[src/rtl/mux32_arb_pkg.sv]
`default_nettype none
// ============================================================================
// Module   : mux32_arb_pkg
// Brief    : Shared sizes and state type for the mux32 round-robin arbiter.
// Revision : 1.0 - initial release
// ============================================================================
package mux32_arb_pkg;

  localparam int NREQ  = 32;
  localparam int SEL_W = 5;

  typedef enum logic {
    ARB_IDLE = 1'b0,
    ARB_BUSY = 1'b1
  } arb_state_t;

endpackage
`default_nettype wire

[src/rtl/rr_pick32.sv]
`default_nettype none
// ============================================================================
// Module   : rr_pick32
// Brief    : Combinational circular first-set finder over 32 requests,
//            starting the scan at ptr.
// Revision : 1.0 - initial release
// ============================================================================
module rr_pick32
  import mux32_arb_pkg::*;
(
  input  logic [NREQ-1:0]  req,
  input  logic [SEL_W-1:0] ptr,
  output logic             found,
  output logic [SEL_W-1:0] idx
);

  logic [NREQ-1:0]  w_rot;
  logic [SEL_W-1:0] w_off;

  always_comb begin
    w_rot = '0;
    w_off = '0;
    // Rotate right by ptr so the scan start lands on bit 0.
    for (int i = 0; i < NREQ; i++) begin
      w_rot[i] = req[SEL_W'(i) + ptr];
    end
    for (int i = NREQ - 1; i >= 0; i--) begin
      if (w_rot[i]) begin
        w_off = SEL_W'(i);
      end
    end
    found = |req;
    idx   = w_off + ptr;
  end

endmodule
`default_nettype wire

[src/rtl/mux32_rr_arbiter.sv]
`default_nettype none
// ============================================================================
// Module   : mux32_rr_arbiter
// Brief    : Round-robin burst arbiter driving the select of a shared mux32,
//            with valid/ready handoff to the single downstream consumer.
// Revision : 1.0 - initial release
// ============================================================================
module mux32_rr_arbiter
  import mux32_arb_pkg::*;
#(
  parameter int MAX_BURST = 4
) (
  input  logic             clk,
  input  logic             rst,
  input  logic [NREQ-1:0]  req,
  output logic [SEL_W-1:0] sel,
  output logic [NREQ-1:0]  grant,
  output logic             out_valid,
  input  logic             out_ready,
  output logic [NREQ-1:0]  ack
);

  localparam int CNT_W = $clog2(MAX_BURST + 1);
  localparam logic [CNT_W-1:0] c_last_beat = CNT_W'(MAX_BURST - 1);
  localparam logic [NREQ-1:0]  c_one       = {{(NREQ-1){1'b0}}, 1'b1};

  arb_state_t       r_state, w_state_nxt;
  logic [SEL_W-1:0] r_ptr,   w_ptr_nxt;
  logic [SEL_W-1:0] r_sel,   w_sel_nxt;
  logic [NREQ-1:0]  r_grant, w_grant_nxt;
  logic [CNT_W-1:0] r_cnt,   w_cnt_nxt;

  logic             w_found;
  logic [SEL_W-1:0] w_idx;
  logic             w_busy;
  logic             w_xfer;
  logic             w_release;

  rr_pick32 u_pick (
    .req   (req),
    .ptr   (r_ptr),
    .found (w_found),
    .idx   (w_idx)
  );

  assign w_busy    = (r_state == ARB_BUSY);
  assign out_valid = w_busy & req[r_sel];
  assign w_xfer    = out_valid & out_ready;
  assign ack       = w_xfer ? (c_one << r_sel) : '0;
  assign sel       = r_sel;
  assign grant     = r_grant;

  // A withdrawn owner releases without a beat; a full burst releases on its last beat.
  assign w_release = w_busy & ((w_xfer & (r_cnt == c_last_beat)) | ~req[r_sel]);

  always_ff @(posedge clk or posedge rst) begin
    if (rst) begin
      r_state <= ARB_IDLE;
      r_ptr   <= '0;
      r_sel   <= '0;
      r_grant <= '0;
      r_cnt   <= '0;
    end else begin
      r_state <= w_state_nxt;
      r_ptr   <= w_ptr_nxt;
      r_sel   <= w_sel_nxt;
      r_grant <= w_grant_nxt;
      r_cnt   <= w_cnt_nxt;
    end
  end

  always_comb begin
    w_state_nxt = r_state;
    w_ptr_nxt   = r_ptr;
    w_sel_nxt   = r_sel;
    w_grant_nxt = r_grant;
    w_cnt_nxt   = r_cnt;
    case (r_state)
      ARB_IDLE: begin
        if (w_found) begin
          w_sel_nxt   = w_idx;
          w_grant_nxt = c_one << w_idx;
          w_cnt_nxt   = '0;
          w_state_nxt = ARB_BUSY;
        end
      end
      ARB_BUSY: begin
        // sel is left alone on release so the mux input never glitches.
        if (w_release) begin
          w_ptr_nxt   = r_sel + 1'b1;
          w_grant_nxt = '0;
          w_cnt_nxt   = '0;
          w_state_nxt = ARB_IDLE;
        end else if (w_xfer) begin
          w_cnt_nxt = r_cnt + 1'b1;
        end
      end
      default: begin
        w_state_nxt = ARB_IDLE;
      end
    endcase
  end

endmodule
`default_nettype wire
[config.mk]
export PLATFORM = sky130hd
export DESIGN_NAME = mux32_rr_arbiter
export DESIGN_NICKNAME = d
export VERILOG_FILES = /design/src/rtl/mux32_arb_pkg.sv /design/src/rtl/rr_pick32.sv /design/src/rtl/mux32_rr_arbiter.sv
export SDC_FILE = /design/constraint.sdc
export NUM_CORES = 1
export LEC_CHECK = 0
export ABC_AREA = 0
export BUFFER_PORTS_ARGS = -buffer_cell sky130_fd_sc_hd__buf_2
export CAP_MARGIN = 10
export CORE_UTILIZATION = 48
export CTS_CLUSTER_SIZE = 28
export DETAILED_ROUTE_END_ITERATION = 16
export GPL_TIMING_DRIVEN = 1
export PLACE_DENSITY = 0.81
export SLEW_MARGIN = 25
export SYNTH_ARGS = -nofsm -noshare
export SYNTH_HDL_FRONTEND = slang
export SYNTH_HIERARCHICAL = 1
export SYNTH_SLANG_ARGS = --single-unit
[constraint.sdc]
create_clock -name clk -period 6.54 [get_ports clk]
set_input_delay 0.327 -clock clk [delete_from_list [all_inputs] [get_ports clk]]
set_output_delay 0.327 -clock clk [all_outputs]
set_load 0.02 [all_outputs]
# Word level (Yosys, flattened, before mapping)
# Index checks and enable logic that the tools add are counted.
[classes]
reduce_logical = 5
mux = 109
div_mod_pow = 0
n_addsub = 34
n_mul = 0
eq_ne = 4
n_lt_le_gt_ge = 33
bitwise = 7
shifts = 2
[ops]
columns = ["cell", "n"]
rows = [
  ["5-bit by 6-bit < comparator with 1-bit output, second input constant", 33],
  ["1-bit binary-select mux with 5-bit select", 33],
  ["5-bit two-way mux", 32],
  ["32-bit two-way mux", 3],
  ["5-bit adder, first input constant", 16],
  ["32-bit case mux with 2 select lines", 1],
  ["1-bit by 5-bit << shifter with 32-bit output, first input constant", 2],
  ["4-bit by 5-bit adder with 5-bit output, first input constant", 8],
  ["1-bit two-way mux", 35],
  ["32-bit OR reduction", 1],
  ["3-bit by 5-bit adder with 5-bit output, first input constant", 4],
  ["2-bit by 5-bit adder with 5-bit output, first input constant", 2],
  ["3-bit two-way mux", 3],
  ["2-bit AND reduction", 4],
  ["3-bit case mux with 2 select lines", 1],
  ["1-bit by 5-bit adder with 5-bit output, first input constant", 1],
  ["5-bit by 1-bit adder with 5-bit output, second input constant", 1],
  ["5-bit adder", 1],
  ["1-bit bitwise AND", 4],
  ["2-bit by 1-bit inequality test with 1-bit output, second input constant", 2],
  ["3-bit by 1-bit adder with 3-bit output, second input constant", 1],
  ["3-bit by 2-bit equality test with 1-bit output, second input constant", 1],
  ["3-bit by 1-bit inequality test with 1-bit output, second input constant", 1],
  ["1-bit NOT", 2],
  ["other kinds (2)", 2],
]
[word_totals]
latch_bits = 0
ram_bits = 0
mem_bits_ro = 0
register_bits = 46
n_memories = 0
input_bits = 35

# Depth between registers and ports, before layout
# Gate-level depths: netlist of run 1.
[logic_depth]
ltp_word = 39
mapped_depth = 29

# Modules after synthesis
# The synthesis of run 1 kept the hierarchy.
[by_module_without_submodules]
columns = ["module", "n_inst", "cells_each", "area_each_um2", "seq_area_each_um2"]
rows = [
  ["rr_pick32", 1, 299, 3260.6, 0.0],
  ["mux32_rr_arbiter", 1, 314, 2899.0, 1151.1],
]

# Least setup slack after synthesis of run 1
# Ideal clock, no wire load.
[synth_path]
path_kind = "reg-to-reg"
from = "reg r_ptr[1]"
to = "reg r_grant[31] (netlist: grant[31])"
arrival_ns = 5.574
t_required_ns = 6.458
period_less_slack_ns = 5.656
stages_incl_launch_ff = 24
path_buffers = 3
setup_time_ns = 0.082
slack_ns = 0.884
cell_sequence = "dfrtp_1 -> clkbuf_1 -> inv_1 -> ha_1 -> buf_2 -> buf_2 -> mux4_2 -> mux4_2 -> mux2i_1 -> a21oi_1 -> o31ai_1 -> a21oi_1 -> o41a_1 -> fa_1 -> inv_1 -> a21o_1 -> a21oi_1 -> xnor2_1 -> xnor2_1 -> nor2b_1 -> nand3_1 -> nor2_1 -> a21oi_1 -> o22ai_1"
[synth_via]
elab_chain_len = 39
word_cells_on_any_way = 131
classes_between = "32 x add/sub; 1 x shift; 98 x mux"
[synth_rtl]
columns = ["element", "line_no", "source"]
rows = [
  ["start: declaration", "mux32_rr_arbiter.sv:28", "logic [SEL_W-1:0] r_ptr, w_ptr_nxt;"],
  ["start signal: assignment", "mux32_rr_arbiter.sv:65", "r_ptr <= w_ptr_nxt;"],
  ["5-bit adder", "rr_pick32.sv:25", "w_rot[i] = req[SEL_W'(i) + ptr];"],
  ["1-bit binary-select mux with 5-bit select", "rr_pick32.sv:25", ""],
  ["1-bit two-way mux (implied by the code)", "rr_pick32.sv:25", ""],
  ["5-bit two-way mux (32 in series)", "rr_pick32.sv:28", "if (w_rot[i]) begin"],
  ["5-bit adder *", "rr_pick32.sv:33", "idx = w_off + ptr;"],
  ["named net w_idx[4]", "mux32_rr_arbiter.sv:34", "logic [SEL_W-1:0] w_idx;"],
  ["1-bit by 5-bit << shifter with 32-bit output *", "mux32_rr_arbiter.sv:82", "w_grant_nxt = c_one << w_idx;"],
  ["32-bit two-way mux *", "mux32_rr_arbiter.sv:80", "if (w_found) begin"],
  ["32-bit case mux with 2 select lines *", "mux32_rr_arbiter.sv:78", "case (r_state)"],
  ["end signal: assignment", "mux32_rr_arbiter.sv:67", "r_grant <= w_grant_nxt;"],
  ["end: declaration", "mux32_rr_arbiter.sv:30", "logic [NREQ-1:0] r_grant, w_grant_nxt;"],
]
# The timed path passes the listed nets; every way through them passes the cells marked *. The select of a mux whose other input is x is not followed.
# A chain may end at the register's enable or synchronous reset.

# Worst setup path after layout of run 1
[layout_path]
from = "reg r_ptr[2]"
to = "reg r_grant[31] (netlist: grant[31])"
# The elaborated chain is that of the path after synthesis.

==> flow_summary.yaml, run 1 <==
critical_path:
  cp_common_cell: "a21oi_1"
  path_delay_family: "compound AO/OA/AOI/OAI gates"
  startpoint_type: "flip-flop"
  cp-end-kind: "flip-flop"
  crit_path_max_fanout: 13
  worstPathRequired_ns: 6.73
  cp_cell_sequence: "inv_2 -> ha_1 -> xnor2_1 -> mux4_2 -> mux2_4 -> nand4b_1 -> a311o_1 -> a21oi_1 -> o31ai_1 -> a21oi_1 -> ha_1 -> inv_1 -> fa_1 -> inv_1 -> a21o_1 -> a21oi_1 -> xnor2_1 -> xnor2_1 -> nor2b_1 -> nand3_1 -> nor2_1 -> a21oi_1 -> o22ai_1"
  critPathMaxStageDelay_ns: 0.71
  startpoint: "r_ptr[2]$_DFFE_PP0P_"
  arrival_ns: 6.36
  rr_startpoint: "r_ptr[2]$_DFFE_PP0P_"
  cp.buffers_inverters: 3
  r2r_setup_slack_ns: 0.37
  critPathSlowestCell: "dfrtp_1"
  r2r-end: "grant[31]$_DFFE_PP0P_"
  crit_type: "flip-flop to flip-flop"
  reg2regPathDepth: 23
timing:
  worst_pin_slew_ns: 0.980
  fmax_mhz: 162
  min_period_ns: 6.17
  rsz0062_at_grt: "no"
  slew_headroom: 0.342
  period_share: 0.943
  hold_violations: 0
  setup_viol: 0
  maxSlewViolCount: 0
  hold_slack_ns: 0.170
  setup_tns_ns: 0
  fin_skew_ns: 0.00503
clock_tree:
  cts_tree: "yes"
  htreeDepth: 2
  root_buffer: "clkbuf_16"
  ctsHoldBuffers: 0
  clk_path_buf_depth: 2
  clk_pin_slew_worst_paths_ns: 0.07
  clock-sinks: 46
  clock_latency_ns: 0.28
  cts.repair.resized: 0
  cts_buffers: 5
  post_cts_buffers: 0
global_routing:
  grt_overflow: 0
  grt_pass1_wl_um: 28400
  antenna_found_initial: 0
  grt_max_degree: 47
  grt_usage: 0.272
  grt_pass1_vias: 5534
logic_synthesis:
  synth_top_area_share: 0.216
  yosysWarningCount: 6
  yosysUniqueCellTypes: 71
  synth_area_leader_cell: "mux4_2"
  postSynthCellCount: 613
  yosys-top-cells-area: "mux4_2, dfrtp_1, mux2i_1"
  synth-seq-area-share: 0.187
  ys_ff_latch: 46
  synthFlopType: "dfrtp_1"
  syn_area_per_cell_um2: 10.0
  syn-cell-area_um2: 6160
  synth-async-reset-ratio: 1.00
  synth_enable_flop_cells: 0
  syn_nets: 674
layout:
  finalNonFillerCells: 860
  n_antenna_cell: 0
  area_growth_pct: 11.3
  nNetsFinal: 748
  final_core_util: 0.546
  nFillCells: 1064
  drive_gt1_frac: 0.286
  regArea_um2: 1150
  multi_input_area_um2: 4660
routing:
  drt_wl_total_um: 18100
  wire_per_inst_um: 21.1
  routed_via_density: 6.74
  drc: 0
  firstDrtPassIters: 5
  wirelength_met1_um: 7240
  wl_met3_um: 1320
  drt_iter0_drc: 529
  vias: 5800
  ant_nets: 0
  wl_met2_um: 8840
  top_layer_used: "met4"
placement:
  gp_congestion: 1.00
  dp_hpwl_um: 13500
  portBuffers: 104
  dp.cells: 852
job:
  cap_violations: 0
floorplan:
  start_util: 0.490
  row_count: 41
  io_pins: 105
  core-area_um2: 12600
  die_x_um: 115
  dieArea_um2: 13300
  die_y_um: 115
run_status:
  status: "finished clean"
worst_hold_path:
  worstHoldPathType: "primary input to asynchronous set/reset pin"
[layout by cell type (no fill, tap or decap), types with 3 or more instances in the layout]
cell and count:
buf_2 104, nand2_1 76, mux4_2 59, mux2i_1 49
dfrtp_1 45, o22ai_1 29, a21oi_1 26, inv_1 25
ha_1 25, xnor2_1 22, nor2_1 19, nor4_1 17
nor4b_1 15, nand3_1 14, and4_1 13, nor2b_1 10
mux4_1 10, and3_1 9, o21ai_0 9, mux2_2 7
buf_4 7, nand3b_1 6, nand4_1 6, o31ai_1 5
o211ai_1 5, clkbuf_16 5, xor2_1 5, a21o_1 4
a21boi_0 4, or3_1 3, o2111ai_1 3
[stage by stage]
step / area, um^2 / setup WS, ns
final: 6860 / 0.373
after global routing: 6860 / 0.0160
after CTS: 6860 / 0.470
after detailed placement: 6710 / 0.516
after global placement: 6700 / 0.745
after floorplan: 6160 / 0.884
[area by class of cell]
cell class                      instances  share of cell area
Inverter                               29              0.0159
Sequential cell                        46               0.168
Clock inverter                          3             0.00365
Clock buffer                            5              0.0182
Timing Repair Buffer                  111              0.0836
Multi-Input combinational cell        494               0.679
Tap cell                              172              0.0314
[cells in the mapped netlist, types with 6 or more instances]
| library cell | count |
|---|---|
| xnor2_1 | 22 |
| and3_1 | 9 |
| a21oi_1 | 26 |
| buf_2 | 11 |
| nand3_1 | 14 |
| nand4_1 | 6 |
| nor2b_1 | 10 |
| inv_1 | 26 |
| nor4_1 | 17 |
| nor4b_1 | 15 |
| and4_1 | 13 |
| mux4_1 | 10 |
| clkbuf_1 | 21 |
| mux2i_1 | 49 |
| dfrtp_1 | 46 |
| mux2_2 | 7 |
| nand2_1 | 76 |
| nand3b_1 | 6 |
| nor2_1 | 19 |
| mux4_2 | 59 |
| o21ai_0 | 9 |
| ha_1 | 25 |
| o22ai_1 | 29 |
| buf_6 | 6 |
[routing by layer]
metal	track usage	vias up
li1	-	2552
met1	0.352	2878
met2	0.455	321
met3	0.0369	49
met4	0.126	0
met5	0	-
[sequential cells by signal, indices dropped and copies added (netlist names)]
signal / cells
grant: 32
r_cnt: 3
r_ptr: 5
r_state: 1
sel: 5
[how the worst max path moves through the flow]
stage	endpoint	slack, ns	depth (start not counted)
after global placement	grant[6]$_DFFE_PP0P_	0.74	22
after CTS	grant[31]$_DFFE_PP0P_	0.47	23
after global routing	grant[31]$_DFFE_PP0P_	0.02	23
after detailed placement	grant[4]$_DFFE_PP0P_	0.52	22
final	grant[31]$_DFFE_PP0P_	0.37	23
after floorplan	grant[31]$_DFFE_PP0P_	0.88	23
[tightest hold or removal path: stages]
cell	delay [ns]
buf_2	0.10
clkinv_1	0.03
buf_4	0.47
[kinds of logic (layout without fill, tap and decap cells)]
| kind of cell | count (synthesis) | after routing | synth area share |
|---|---|---|---|
| flops | 46 | 46 | 0.187 |
| fa+ha+maj | 26 | 26 | 0.0540 |
| buf+inv | 73 | 148 | 0.0583 |
| simple gates | 203 | 203 | 0.179 |
| mux | 126 | 126 | 0.353 |
| compound gates | 110 | 110 | 0.123 |
| xor+xnor | 29 | 29 | 0.0455 |
Power of run 1 is not shown: default switching activity piles up to over one toggle a cycle in this logic, so the estimate is an artifact.
==> inputs of run 2 (changes only) <==
--- a/config.mk
+++ b/config.mk
@@ -8,6 +8,7 @@
 export ABC_AREA = 0
 export BUFFER_PORTS_ARGS = -buffer_cell sky130_fd_sc_hd__buf_2
 export CAP_MARGIN = 10
+export CORE_ASPECT_RATIO = 1.75
 export CORE_UTILIZATION = 48
 export CTS_CLUSTER_SIZE = 28
 export DETAILED_ROUTE_END_ITERATION = 16
==> flow_summary.yaml, run 2 (synthesis results as in run 1) <==
worst_hold_path:
  worstHoldPathType: "primary input to asynchronous set/reset pin"
floorplan:
  die_x_um: 87.6
  core-area_um2: 12500
  start_util: 0.493
  dieArea_um2: 13300
  die_y_um: 152
  row_count: 54
  io_pins: 105
clock_tree:
  post_cts_buffers: 0
  htreeDepth: 2
  clock-sinks: 46
  clk_path_buf_depth: 2
  clock_latency_ns: 0.29
  cts_tree: "yes"
  clk_pin_slew_worst_paths_ns: 0.07
  cts_buffers: 5
  root_buffer: "clkbuf_16"
  cts.repair.resized: 0
  ctsHoldBuffers: 0
layout:
  largest_reg_flops: 32
  final_common_cell: "buf_2"
  layout_common_cells: "buf_2, nand2_1, mux4_2"
  nNetsFinal: 752
  n_antenna_cell: 0
  drive_gt1_frac: 0.290
  area_growth_pct: 11.9
routing:
  vias: 5871
  wire_per_inst_um: 22.4
  drt_wl_total_um: 19300
  firstDrtPassIters: 5
  drt_iter0_drc: 631
  drc: 0
  routed_via_density: 6.83
  ant_nets: 0
global_routing:
  grt_overflow: 0
  grt_usage: 0.301
  antenna_found_initial: 0
  grt_pass1_wl_um: 30800
  grt_pass1_vias: 5786
  grt_max_degree: 47
timing:
  fmax_mhz: 161
  rsz0062_at_grt: "no"
  setup_viol: 0
  setup_tns_ns: 0
  slew_headroom: 0.361
  worst_pin_slew_ns: 0.952
  period_share: 0.947
  fin_skew_ns: 0.00705
  hold_violations: 0
  maxSlewViolCount: 0
  min_period_ns: 6.19
critical_path:
  crit_type: "flip-flop to flip-flop"
  startpoint_type: "flip-flop"
  reg2regPathDepth: 22
  critPathMaxStageDelay_ns: 0.75
  arrival_ns: 6.40
  cp-end-kind: "flip-flop"
  worstPathRequired_ns: 6.75
  critPathSlowestCell: "mux4_1"
  rr_startpoint: "r_ptr[0]$_DFFE_PP0P_"
  cp_cell_sequence: "buf_4 -> mux4_1 -> mux4_2 -> mux2_4 -> nand4b_1 -> a311o_1 -> a21oi_1 -> o31ai_1 -> a21oi_1 -> ha_1 -> inv_1 -> fa_1 -> inv_1 -> a21o_1 -> a21oi_1 -> xnor2_1 -> xnor2_1 -> nor2b_1 -> nand3_1 -> nor2_1 -> a21oi_1 -> o22ai_1"
  r2r-end: "grant[31]$_DFFE_PP0P_"
  cp_common_cell: "a21oi_1"
  r2r_setup_slack_ns: 0.35
  crit_path_max_fanout: 39
placement:
  gp_congestion: 1.01
  portBuffers: 104
  dp_hpwl_um: 15000
run_status:
  status: "finished clean"
job:
  cap_violations: 0
## run 2: changes by cell type in the layout (fill, tap and decap cells not counted), sizes merged
cell / previous run / this run
buf: 111 / 115
bufinv: 0 / 1
clkinvlp: 1 / 0
## run 2: worst max-delay path by stage
stage                         startpoint                    end  slack (ns)  cells after the start
floorplan           r_ptr[1]$_DFFE_PP0P_  grant[31]$_DFFE_PP0P_        0.88                     23
global placement    r_ptr[0]$_DFFE_PP0P_   grant[6]$_DFFE_PP0P_        0.61                     21
detailed placement  r_ptr[0]$_DFFE_PP0P_  grant[31]$_DFFE_PP0P_        0.49                     22
CTS                 r_ptr[0]$_DFFE_PP0P_  grant[31]$_DFFE_PP0P_        0.42                     22
global route        r_ptr[1]$_DFFE_PP0P_   grant[6]$_DFFE_PP0P_       0.005                     23
finish              r_ptr[0]$_DFFE_PP0P_  grant[31]$_DFFE_PP0P_        0.35                     22
## run 2: layer usage
layer  global-route usage  vias up  wire [um]
li1                     -     2559          -
met1                0.332     2867       6330
met2                0.538      345      10300
met3               0.0255      100       1130
met4                0.188        0       1510
met5                    0        -          0
## run 2: area by class of cell
| type | instances | area, um^2 |
|---|---|---|
| inverters | 29 | 109 |
| flip-flops and latches | 46 | 1150 |
| multi-input cells | 494 | 4650 |
| repair buffers | 115 | 603 |
| well taps | 168 | 210 |
| clock inverters | 3 | 43.8 |
| fillers | 1093 | 5610 |
| clock buffers | 5 | 125 |
## run 2: through the flow
stage | hold WS [ns] | setup slack [ns] | util | instance area (um^2) | std cells
after floorplan | 0.475 | 0.884 | - | 6160 | 613
after global placement | 0.486 | 0.615 | 0.538 | 6720 | 852
after detailed placement | 0.507 | 0.487 | 0.538 | 6720 | 852
after CTS | 0.199 | 0.417 | 0.551 | 6890 | 860
after global routing | 0.230 | 0.00528 | 0.551 | 6890 | 860
final | 0.170 | 0.347 | 0.551 | 6890 | 860
## run 2: worst max-delay path: cells and delay by family, from the launching register on
family / cells / cell delay, ns
compound gates: 8 / 1.36
xor+xnor: 2 / 0.60
fa+ha+maj: 2 / 0.68
buf+inv: 3 / 0.61
flops: 1 / 0.35
mux: 3 / 1.55
simple gates: 4 / 0.94
Power of run 2 is left out for the same reason.
